### src/rtl/mem_arbiter_pkg.sv
// Shared types and constants for the two-client memory arbiter.
package mem_arbiter_pkg;

    // Arbiter FSM states
    typedef enum logic [1:0] {
        ARB_IDLE  = 2'd0,
        ARB_BUS_I = 2'd1,
        ARB_BUS_D = 2'd2,
        ARB_RESP  = 2'd3
    } arbState_t;

    // Owner codes reported on arb_owner
    localparam logic [1:0] OWNER_NONE  = 2'd0;
    localparam logic [1:0] OWNER_FETCH = 2'd1;
    localparam logic [1:0] OWNER_DATA  = 2'd2;

    localparam logic [3:0] BE_ALL = 4'hF;

    // Saturating increment of the data-streak counter
    function automatic logic [3:0] nextStreak(input logic [3:0] cur, input logic [3:0] limit);
        return (cur >= limit) ? limit : cur + 4'd1;
    endfunction

endpackage

### src/rtl/mem_arbiter.sv
// Two-client arbiter sharing one single-ported memory between instruction
// fetch and load/store. Data accesses win, but after MAX_D_STREAK
// consecutive data grants with a fetch waiting, the fetch is served.
module mem_arbiter
    import mem_arbiter_pkg::*;
#(
    parameter int MAX_D_STREAK = 4
) (
    input  logic        clk,
    input  logic        rst,
    input  logic        icache_req,
    input  logic [31:0] icache_addr,
    output logic [31:0] icache_data,
    output logic        icache_valid,
    input  logic        dcache_rreq,
    input  logic        dcache_wreq,
    input  logic [31:0] dcache_addr,
    input  logic [31:0] dcache_wdata,
    input  logic [3:0]  dcache_byte_enable,
    output logic [31:0] dcache_rdata,
    output logic        dcache_rvalid,
    output logic        dcache_wvalid,
    output logic        mem_req,
    output logic        mem_we,
    output logic [31:0] mem_addr,
    output logic [31:0] mem_wdata,
    output logic [3:0]  mem_be,
    input  logic [31:0] mem_rdata,
    input  logic        mem_ack,
    output logic [1:0]  arb_owner
);

    localparam logic [3:0] STREAK_LIMIT = 4'(MAX_D_STREAK);

    arbState_t   r_state;
    arbState_t   w_nextState;
    logic [3:0]  r_dStreak;
    logic [31:0] r_addr;
    logic [31:0] r_wdata;
    logic [31:0] r_rdata;
    logic [3:0]  r_be;
    logic        r_we;
    logic [1:0]  r_owner;

    logic        w_dataReq;
    logic        w_fetchForced;
    logic        w_grantData;
    logic        w_grantFetch;
    logic        w_onBus;

    // Arbitration: data first unless the streak limit is hit with a fetch waiting
    always_comb begin
        w_dataReq     = dcache_wreq | dcache_rreq;
        w_fetchForced = (r_dStreak == STREAK_LIMIT) && icache_req;
        w_grantData   = (r_state == ARB_IDLE) && w_dataReq && !w_fetchForced;
        w_grantFetch  = (r_state == ARB_IDLE) && icache_req && !w_grantData;
        w_onBus       = (r_state == ARB_BUS_I) || (r_state == ARB_BUS_D);
    end

    // State register; reset abandons any in-flight access immediately
    always_ff @(posedge clk or negedge rst) begin
        if (!rst) begin
            r_state <= ARB_IDLE;
        end else begin
            r_state <= w_nextState;
        end
    end

    // Next-state logic; requests are only looked at in IDLE
    always_comb begin
        w_nextState = r_state;
        case (r_state)
            ARB_IDLE: begin
                if (w_grantData) begin
                    w_nextState = ARB_BUS_D;
                end else if (w_grantFetch) begin
                    w_nextState = ARB_BUS_I;
                end
            end
            ARB_BUS_I, ARB_BUS_D: begin
                if (mem_ack) begin
                    w_nextState = ARB_RESP;
                end
            end
            ARB_RESP: begin
                w_nextState = ARB_IDLE;
            end
            default: begin
                w_nextState = ARB_IDLE;
            end
        endcase
    end

    // Outputs decoded purely from registers, so no input reaches an output combinationally
    always_comb begin
        mem_req       = w_onBus;
        mem_we        = r_we;
        mem_addr      = r_addr;
        mem_wdata     = r_wdata;
        mem_be        = r_be;
        icache_data   = r_rdata;
        dcache_rdata  = r_rdata;
        icache_valid  = (r_state == ARB_RESP) && (r_owner == OWNER_FETCH);
        dcache_rvalid = (r_state == ARB_RESP) && (r_owner == OWNER_DATA) && !r_we;
        dcache_wvalid = (r_state == ARB_RESP) && (r_owner == OWNER_DATA) && r_we;
        arb_owner     = (r_state == ARB_IDLE) ? OWNER_NONE : r_owner;
    end

    // Latch the winner's request on a grant and capture read data on ack
    always_ff @(posedge clk or negedge rst) begin
        if (!rst) begin
            r_addr  <= '0;
            r_wdata <= '0;
            r_rdata <= '0;
            r_be    <= BE_ALL;
            r_we    <= 1'b0;
            r_owner <= OWNER_NONE;
        end else begin
            if (w_grantData) begin
                r_addr  <= dcache_addr;
                r_we    <= dcache_wreq;
                r_wdata <= dcache_wdata;
                r_be    <= dcache_wreq ? dcache_byte_enable : BE_ALL;
                r_owner <= OWNER_DATA;
            end else if (w_grantFetch) begin
                r_addr  <= icache_addr;
                r_we    <= 1'b0;
                r_wdata <= '0;
                r_be    <= BE_ALL;
                r_owner <= OWNER_FETCH;
            end
            if (w_onBus && mem_ack) begin
                r_rdata <= mem_rdata;
            end
        end
    end

    // Count data grants that overtook a waiting fetch; any other grant clears it
    always_ff @(posedge clk or negedge rst) begin
        if (!rst) begin
            r_dStreak <= '0;
        end else if (w_grantData) begin
            r_dStreak <= icache_req ? nextStreak(r_dStreak, STREAK_LIMIT) : 4'd0;
        end else if (w_grantFetch) begin
            r_dStreak <= 4'd0;
        end
    end

endmodule
### config.mk
export PLATFORM = sky130hd
export DESIGN_NAME = mem_arbiter
export DESIGN_NICKNAME = d
export VERILOG_FILES = /design/src/rtl/mem_arbiter_pkg.sv /design/src/rtl/mem_arbiter.sv
export SDC_FILE = /design/constraint.sdc
export NUM_CORES = 1
export LEC_CHECK = 0
export BUFFER_PORTS_ARGS = -buffer_cell sky130_fd_sc_hd__buf_2
export CAP_MARGIN = 25
export CORE_AREA = 2 2 108 110
export DETAILED_ROUTE_END_ITERATION = 10
export DIE_AREA = 0 0 110 112
export HOLD_SLACK_MARGIN = 0.1
export PLACE_DENSITY = 0.8
export SETUP_SLACK_MARGIN = 0.5
export SLEW_MARGIN = 10
export SYNTH_ARGS = -nofsm -noshare
export SYNTH_HDL_FRONTEND = slang
export SYNTH_SLANG_ARGS = --single-unit
### constraint.sdc
create_clock -name clk -period 3.1 [get_ports clk]
set_clock_uncertainty 0.15 [all_clocks]
set_input_delay 0.62 -clock clk [delete_from_list [all_inputs] [get_ports clk]]
set_output_delay 0.62 -clock clk [all_outputs]
set_load 0.03 [all_outputs]
==> flow_summary_export.csv <==
group,metric,value,unit
status,status,"finished, final reports clean",
floorplan,num_io_pins,277,
timing,min_period,2.361,ns
clocking,post_cts_buffers,0,
clocking,cts_max_path_buffers,2,
logic_synthesis,yosysTopAreaCell,"dfrtp_1",
global_routing,grt_overflow,0,
run,drv_cap,0,
logic_synthesis,synth_edf_count,0,
timing,holdWs,0.3489,ns
critical_path,path_max_fanout,20,
clocking,cts_made_buffers,9,
floorplan,die_area,0.01232,mm^2
clocking,clk_latency,0.34,ns
clocking,cts_tree,"yes",
logic_synthesis,synth_cell_types,38,
timing,slew_headroom,0.3898,
power,power.leakage,3.218,nW
logic_synthesis,synth-seq-cells,109,
power,power,8.597,mW
timing,hold_viol,0,
logic_synthesis,ys_warn_count,0,
logic_synthesis,syn_inst,389,
floorplan,die_h,112,um
cells_and_area,n_antenna_cell,0,
global_routing,grt_pass1_vias,4070,
floorplan,die_x,110,um
logic_synthesis,synthFlopType,"dfrtp_1",
route,first_pass_iters,4,
cells_and_area,nNetsFinal,761,
global_routing,grt_first_pass_wirelength,20.38,mm
clocking,cts_root_buf,"clkbuf_16",
logic_synthesis,syn-cell-area,0.004930,mm^2
logic_synthesis,syn_area_per_cell,12.67,um^2
logic_synthesis,synth.area.top_cells,"dfrtp_1, mux2_2, a22o_1",
critical_path,end_kind,"output port",
cells_and_area,nFillCells,963,
critical_path,crit_required,2.33,ns
critical_path,worstSetupPathType,"reg2out",
route,vias,4132,
placed_design,place.gp.congestion,0.8306,
critical_path,worstPathArrival,1.59,ns
logic_synthesis,ys_top_cells_by_count,"dfrtp_1, buf_4, o21ai_0",
clocking,cts.clk_slew.worst_paths,0.07,ns
timing,setup_tns,0,ns
placed_design,io_buffer_count,276,
floorplan,start_util,0.4412,
global_routing,grt_util_all_layers,0.2116,
timing,finalSetupViolCount,0,
route,totalWireLength,13.30,mm
route,drt_iter0_drc,317,
global_routing,grt_start_max_net_pins,48,
route,drc_errors,0,
route,antenna_left,0,
logic_synthesis,yosysMostFrequentCell,"dfrtp_1",
logic_synthesis,ys_async_sr_fraction,1.000,
timing,rsz0062_at_grt,"no",
logic_synthesis,seq_area_frac_synth,0.5543,
placed_design,dp_hpwl,9.668,mm
power,vdd.ir_drop.worst,0.0009013,V
critical_path,critPathLaunchType,"register",
timing,finalCritPeriodShare,0.7616,
placed_design,dp.cells,750,
global_routing,antenna_found_initial,0,
timing,fmax,423.6,MHz
route,wl_per_cell,17.34,um
timing,worstMarginPinSlew,0.9153,ns
logic_synthesis,synth_top_cell_area_share,0.5330,
route,vias_per_cell,5.387,
floorplan,fp-row-count,39,
clocking,cts_max_level,3,
min_path,hp-class,"in2reg",
power,power_density,1336,mW/mm^2
floorplan,core,0.01117,mm^2
logic_synthesis,synthesis.nets,531,
clocking,cts_sinks,109,
cells_and_area,layout.cells.non_filler,767,
timing,slew_violations,0,
cells_and_area,syn2layout_area_growth,30.56,%
cells_and_area,drive_above_1_share,0.5513,
-- layer usage --
layer	part of all wire	track usage
met5	0	0
met2	0.52	0.3513
met1	0.40	0.2710
met4	0.015	0.08776
met3	0.060	0.03571
-- area by class of cell --
type | count | area (um^2) | share of cell area
timing repair buffer | 288 | 1489 | 0.2313
multi-input combinational | 206 | 1718 | 0.2669
clock buffer | 9 | 225.2 | 0.03499
tap | 143 | 178.9 | 0.02780
inverter | 5 | 18.77 | 0.002916
clock inverter | 7 | 73.82 | 0.01147
sequential | 109 | 2733 | 0.4246
-- flip-flops by register name (all words and copies together) (netlist names) --
name,count
r_state,2
dcache_rdata,32
mem_wdata,32
mem_be,4
mem_we,1
r_dStreak,4
r_owner,2
mem_addr,32
-- through the flow --
| step | worst slack (ns) | area, um^2 | util |
|---|---|---|---|
| 2_1_floorplan | 0.7912 | 4930 | - |
| 3_3_place_gp | 0.5690 | 6125 | 0.5481 |
| 3_5_place_dp | 0.4225 | 6125 | 0.5481 |
| 4_1_cts | 0.7278 | 6436 | 0.5760 |
| 5_1_grt | 0.6321 | 6436 | 0.5760 |
| 6_report | 0.7391 | 6436 | 0.5760 |
-- worst max-delay path: stages (launching register included) --
cell and delay, ns:
dfrtp_1 0.40, inv_1 0.09, ha_2 0.47, nor2b_1 0.10
buf_2 0.20
-- logic make-up after synthesis --
logic type	after synthesis	synth area share
buffers and inverters	74	0.09772
AOI/OAI and AO/OA	145	0.2320
and+or+nand+nor	23	0.02843
muxes	34	0.07741
adders and majority gates	4	0.01015
DFF	109	0.5543
-- what timing repair did --
action,CTS,global route
endpoints found under the setup margin,2,0
gates resized for setup,1,0
hold buffers,1,0
endpoints found under the hold margin,14,0
-- power breakdown --
| group | total (mW) | internal, mW | switching [mW] |
|---|---|---|---|
| Sequential | 2.58 | 2.14 | 0.447 |
| Combinational | 4.87 | 1.68 | 3.19 |
| Clock | 1.14 | 0.630 | 0.515 |
| Total | 8.60 | 4.44 | 4.15 |
-- path summary, 6_finish.rpt --
kind                                 startpoint            to  slack (ns)  depth (start not counted)
worst min register to register     mem_wdata[9]  mem_wdata[9]        0.35                          1
worst max register to register       r_state[1]  mem_addr[28]        0.81                          5
worst min-delay path            dcache_wdata[6]  mem_wdata[6]        0.35                          2
min in group asynchronous                   rst  r_dStreak[0]        0.56                          2
max in group asynchronous                   rst  mem_wdata[5]        1.39                          3
worst max-delay path                 r_state[1]  arb_owner[0]        0.74                          4
-- cell usage in the layout, fill, tap and decap left out, types with 2 or more instances in the layout --
master	n
buf_2	275
dfrtp_1	105
o21ai_0	34
a22o_1	33
mux2_2	33
a41oi_1	32
a2bb2oi_1	32
buf_4	11
clkbuf_16	9
nand2_1	7
inv_1	5
o22a_1	4
dfstp_2	4
nor2_1	3
ha_1	3
nor2b_1	2
a21oi_1	2
a21o_1	2
nand2b_1	2
clkinv_4	2
clkinv_2	2
(Power assumes the default switching activity.)
